## src/rtl/sa_input_feeder.sv

```systemverilog
// Feeds the weight-stationary systolic array: latches a weight word, strobes the
// weight load, then streams buffered activation rows with a per-lane diagonal skew.
module sa_input_feeder #(
    parameter int BIT_WIDTH  = 8,
    parameter int SIZE       = 4,
    parameter int FIFO_DEPTH = 8
) (
    input  logic                      clk,
    input  logic                      rst_n,
    input  logic [31:0]               wt_in,
    input  logic                      wt_valid,
    output logic                      wt_ready,
    input  logic [BIT_WIDTH*SIZE-1:0] row_in,
    input  logic                      row_last,
    input  logic                      row_valid,
    output logic                      row_ready,
    output logic                      control,
    output logic [31:0]               wt_arr,
    output logic [BIT_WIDTH*SIZE-1:0] data_arr,
    output logic                      busy,
    output logic                      done,
    output logic [1:0]                state_dbg
);

    localparam int ROW_W  = BIT_WIDTH * SIZE;
    localparam int PTR_W  = $clog2(FIFO_DEPTH);
    localparam int CNT_W  = PTR_W + 1;
    localparam int FCNT_W = (SIZE > 1) ? $clog2(SIZE) : 1;

    typedef enum logic [1:0] {
        IDLE    = 2'd0,
        LOAD_WT = 2'd1,
        STREAM  = 2'd2,
        FLUSH   = 2'd3
    } state_t;

    state_t              state_q, state_d;
    logic [FCNT_W-1:0]   flush_cnt_q, flush_cnt_d;
    logic                done_q, done_d;
    logic [31:0]         wt_q, wt_d;

    logic [ROW_W:0]      fifo_mem [FIFO_DEPTH];
    logic [PTR_W-1:0]    wr_ptr_q, rd_ptr_q;
    logic [CNT_W-1:0]    count_q, count_d;
    logic                push, pop;
    logic [ROW_W:0]      head;
    logic [ROW_W-1:0]    pop_row;
    logic                pop_last;

    // Both handshakes transfer on a rising edge where valid and ready are high together;
    // ready never depends combinationally on valid or on the same-cycle pop.
    assign wt_ready  = (state_q == IDLE);
    assign row_ready = (count_q < CNT_W'(FIFO_DEPTH));
    assign push      = row_valid && row_ready;
    assign pop       = (state_q == STREAM) && (count_q != '0);
    assign head      = fifo_mem[rd_ptr_q];
    assign pop_row   = pop ? head[ROW_W-1:0] : '0;
    assign pop_last  = pop && head[ROW_W];

    assign control   = (state_q == LOAD_WT);
    assign busy      = (state_q != IDLE);
    assign done      = done_q;
    assign wt_arr    = wt_q;
    assign state_dbg = state_q;

    always_comb begin
        count_d = count_q;
        case ({push, pop})
            2'b10:   count_d = count_q + 1'b1;
            2'b01:   count_d = count_q - 1'b1;
            default: count_d = count_q;
        endcase
    end

    // Storage carries no reset; the pointers and count define which entries are live.
    always_ff @(posedge clk) begin
        if (push) begin
            fifo_mem[wr_ptr_q] <= {row_last, row_in};
        end
    end

    always_ff @(posedge clk or negedge rst_n) begin
        if (!rst_n) begin
            wr_ptr_q <= '0;
            rd_ptr_q <= '0;
            count_q  <= '0;
        end else begin
            if (push) wr_ptr_q <= wr_ptr_q + 1'b1;
            if (pop)  rd_ptr_q <= rd_ptr_q + 1'b1;
            count_q <= count_d;
        end
    end

    always_comb begin
        state_d     = state_q;
        flush_cnt_d = flush_cnt_q;
        done_d      = 1'b0;
        wt_d        = wt_q;
        case (state_q)
            IDLE: begin
                if (wt_valid) begin
                    wt_d    = wt_in;
                    state_d = LOAD_WT;
                end
            end
            LOAD_WT: state_d = STREAM;
            STREAM: begin
                if (pop_last) begin
                    state_d     = FLUSH;
                    flush_cnt_d = FCNT_W'(SIZE - 1);
                end
            end
            FLUSH: begin
                if (flush_cnt_q == '0) begin
                    state_d = IDLE;
                    done_d  = 1'b1;
                end else begin
                    flush_cnt_d = flush_cnt_q - 1'b1;
                end
            end
            default: state_d = IDLE;
        endcase
    end

    always_ff @(posedge clk or negedge rst_n) begin
        if (!rst_n) begin
            state_q     <= IDLE;
            flush_cnt_q <= '0;
            done_q      <= 1'b0;
            wt_q        <= '0;
        end else begin
            state_q     <= state_d;
            flush_cnt_q <= flush_cnt_d;
            done_q      <= done_d;
            wt_q        <= wt_d;
        end
    end

    // Lane i passes through i+1 registers, so a row popped in cycle t lands on lane i at t+1+i.
    for (genvar i = 0; i < SIZE; i++) begin : g_lane
        logic [BIT_WIDTH-1:0] chain_q [i+1];

        always_ff @(posedge clk or negedge rst_n) begin
            if (!rst_n) begin
                for (int j = 0; j <= i; j++) chain_q[j] <= '0;
            end else begin
                chain_q[0] <= pop_row[i*BIT_WIDTH +: BIT_WIDTH];
                for (int j = 1; j <= i; j++) chain_q[j] <= chain_q[j-1];
            end
        end

        assign data_arr[i*BIT_WIDTH +: BIT_WIDTH] = chain_q[i];
    end

endmodule

```

## config.mk

```make
export PLATFORM = sky130hd
export DESIGN_NAME = sa_input_feeder
export DESIGN_NICKNAME = d
export VERILOG_FILES = /design/src/rtl/sa_input_feeder.sv
export SDC_FILE = /design/constraint.sdc
export NUM_CORES = 1
export LEC_CHECK = 0
export CAP_MARGIN = 20
export CORE_MARGIN = 2
export CORE_UTILIZATION = 40
export DETAILED_ROUTE_END_ITERATION = 12
export HOLD_SLACK_MARGIN = 0.05
export PLACE_DENSITY = 0.73
export SYNTH_ARGS = -nofsm -noshare
export SYNTH_HDL_FRONTEND = slang
export SYNTH_SLANG_ARGS = --single-unit
export TNS_END_PERCENT = 10
```

## constraint.sdc

```tcl
create_clock -name clk -period 3.36 [get_ports clk]
set_clock_uncertainty 0.05 [all_clocks]
set_input_delay 0.504 -clock clk [delete_from_list [all_inputs] [get_ports clk]]
set_output_delay 0.504 -clock clk [all_outputs]
set_load 0.005 [all_outputs]
```

==> metrics.md <==
| Metric | Value |
|---|---|
| Port bufs | 139 |
| Cell Area, Synth | 14300 um2 |
| Worst r2r path cells | 10 |
| GPL Wtd Cong | 0.723 |
| Final setup fails | 0 |
| Reg2reg end | count_q[2] |
| H-tree depth | 2 |
| Core Rows | 69 |
| Die H | 193 um |
| Cell mode on critical path | xor2_1 |
| Post-synth top area share | 55.4% |
| Max Cap Viol | 0 |
| CP Max Fanout | 6 |
| Initial core utilization | 40.4% |
| Drc violations | 0 |
| Initial DRT Pass Iterations | 4 |
| Core Footprint | 35400 um2 |
| Register area share after synthesis | 77.6% |
| Util after Layout | 49.6% |
| Pwr/cell area | 856 nW/um2 |
| Antenna violations before repair | 1 |
| Status | completed |
| Post-CTS repair timing setup buffer count | 0 |
| Critical Path Start | count_q[1] |
| Total CTS buffers | 40 |
| CP Launch Type | flop |
| CTS max path bufs | 3 |
| Worst VDD drop | 489 uV |
| Mean number of vias per cell | 4.91 |
| Leakage power | 6.40 nW |
| ANT nets after route | 0 |
| DP HPWL | 15500 um |
| Clock Power Share | 28.4% |
| Number of synthesized register bits | 391 |
| Largest area contributor in the netlist | edfxtp_1 |
| Overflow left after global routing | 0 |
| Die Width | 193 um |
| Worst Max-Slew Pin Slew | 0.736 ns |
| NumNets Final | 925 |
| Gr usage total | 13.9% |
| Hold WS | 0.295 ns |
| Data required, critical path | 3.71 ns |
| Clock sink count | 391 |
| Psw | 4.03 mW |
| Placed inst area | 16300 um2 |
| Pint | 11.0 mW |
| Sequential power share | 45.5% |
| Crit path capture type | flop |
| Most frequent cell after synthesis | edfxtp_1 |
| Post-synth EDFFs | 264 |
| Avg WL per Cell | 19.3 um |
| Die Area | 37300 um2 |
| Global-route wire length before repair | 39600 um |
| Slowest-stage cell, CP | nor4_1 |
| Syn nets | 770 |
| Fmax | 390 MHz |
| Wire length after detailed routing | 25800 um |
| Worst path max stage delay | 0.51 ns |
| Via count | 6570 |
| Post-synthesis cell count | 690 |
| YS warnings | 0 |
| TNS Setup | 0 ns |
| Fraction of layout cells with a size suffix above 1 | 22.7% |
| Largest net degree at the start of global routing | 107 |
| Slew Viols, Final | 0 |
| Final Hold Viols | 0 |
| Post-layout minimum cycle time | 2.57 ns |
| Worst-Skew Late Latency | 0.53 ns |
| Worst path arrival time | 2.92 ns |
| Worst hold path class | reg2reg |
| Number of distinct library cells after synthesis | 32 |
| Combinational power share | 26.1% |
| RSZ-0062 raised after global routing | no |
| Synth cell count leaders | edfxtp_1 (264), dfrtp_1 (127), mux4_2 (65) |
| Sw Ratio | 26.8% |
| Antenna Cells | 0 |
| CP Class | reg2reg |
| Final Cell Area | 17600 um2 |
| Root Buffer | clkbuf_16 |
| Synth-to-Final Area Change | 22.7% |
| Worst r2r src | count_q[1] |
| Critical Path End | count_q[2] |
| Vias in the first global route | 6962 |
| Top_reg_cell synth | edfxtp_1 |
| CTS clock-pin slew for the worst setup and hold paths | 0.06 ns |
| Ys async rst share | 32.5% |
| Worst-path cell chain | nor4_1 -> nand2b_2 -> inv_1 -> ha_1 -> xor2_1 -> ha_1 -> a21oi_1 -> xor2_1 -> nor2_1 -> xor2_1 |
| Final period util | 76.4% |
| R2R setup slack | 0.79 ns |
| DR iter-0 viols | 448 |
| CTS tree | built |
| Syn Area/Cell | 20.7 um2 |
| Boundary pin count | 140 |
| Synth area leaders | edfxtp_1 (55%), dfrtp_1 (22%), mux4_2 (10%) |
| Rel. slew slack | 50.9% |
-- per-stage QoR --
stage / setup slack [ns] / power [mW] / std cells
floorplan: -0.414 / 9.38 / 690
global placement: 0.650 / 10.9 / 1262
detailed placement: 0.660 / 11.0 / 1262
CTS: 0.757 / 15.3 / 1335
finish: 0.793 / 15.0 / 1337
global route: 0.538 / 15.8 / 1337
-- cell usage in the layout, fill, tap and decap left out, types with 2 or more instances in the layout --
| cell | count |
|---|---|
| mux2_2 | 36 |
| clkinv_1 | 8 |
| nor2_4 | 6 |
| ha_1 | 11 |
| xnor2_1 | 5 |
| clkbuf_1 | 9 |
| nand2b_1 | 5 |
| clkdlybuf4s50_1 | 138 |
| nor2b_1 | 2 |
| bufinv_16 | 3 |
| buf_4 | 18 |
| nor2_1 | 37 |
| nor3_1 | 2 |
| xor2_1 | 5 |
| dfrtp_1 | 124 |
| buf_12 | 5 |
| edfxtp_1 | 264 |
| dfrtp_4 | 2 |
| a21oi_1 | 3 |
| inv_1 | 11 |
| clkinv_2 | 7 |
| mux4_2 | 65 |
| clkbuf_16 | 40 |
| nand2_1 | 12 |
| mux2i_1 | 33 |
| clkbuf_8 | 3 |
-- power by group through the flow --
stage / Sequential, mW / Combinational [mW] / Clock [mW]
final: 6.85 / 3.92 / 4.27
after global routing: 6.99 / 4.27 / 4.58
after CTS: 6.88 / 4.01 / 4.38
after detailed placement: 6.97 / 3.99 / 0
after global placement: 6.93 / 3.93 / 0
after floorplan: 6.63 / 2.75 / 0
-- per-layer routing --
metal	global-route usage (%)	vias to the layer above	routed length [um]
met5	0	-	12
met4	4.02	2	501
met3	2.77	45	2110
met2	23.2	224	12300
met1	18.8	3361	10800
li1	-	2938	-
-- layout make-up --
class / instances / area, um2
inverter: 11 / 41.3
tap: 461 / 577
sequential: 391 / 11100
multi-input combinational: 237 / 2890
clock buffer: 52 / 1080
fill: 2862 / 17800
clock inverter: 21 / 200
timing repair buffer: 164 / 1670
-- worst min path at each step --
stage | from | end | slack [ns] | cells past startpoint
2_1_floorplan | rst_n | count_q[0] | 0.16 | 0
3_3_place_gp | g_lane[3].chain_q[11] | data_arr[27] | 0.28 | 0
3_5_place_dp | g_lane[2].chain_q[8] | data_arr[16] | 0.28 | 0
4_1_cts | rst_n | wt_arr[8] | 0.11 | 1
5_1_grt | g_lane[1].chain_q[10] | data_arr[10] | 0.30 | 0
6_report | g_lane[3].chain_q[26] | g_lane[3].chain_q[18] | 0.30 | 0
-- flip-flops by register name, indices dropped and copies added, names as in the netlist --
signal,cells
flush_cnt_q,2
done,1
rd_ptr_q,3
data_arr,24
state_dbg,2
g_lane.chain_q,56
wr_ptr_q,3
wt_arr,32
fifo_mem,264
count_q,4
-- cell families (layout without fill, tap and decap cells) --
kind of cell               count (synthesis)  count (layout)  share of synthesized area [%]
AOI/OAI and AO/OA                         12              12                          0.682
xor gates and xnor gates                  10              10                          0.612
DFF                                      391             391                           77.6
adders and majority gates                 11              11                          0.961
buffers and inverters                     62             248                           2.69
and+or+nand+nor                           69              69                           2.02
muxes                                    135             135                           15.5
-- repair_timing --
action / in CTS / in global routing
hold buffers: 0 / 1
hold endpoints to repair: 0 / 14
gates resized for setup: 0 / 0
-- critical path: cells and delay by family (launching register included) --
family / cells / cell delay [ns]
buf+inv: 1 / 0.08
fa+ha+maj: 2 / 0.47
compound gates: 1 / 0.14
flops: 1 / 0.43
xor+xnor: 3 / 0.46
simple gates: 3 / 0.80
Note: power is estimated with default switching activity, not from simulation.
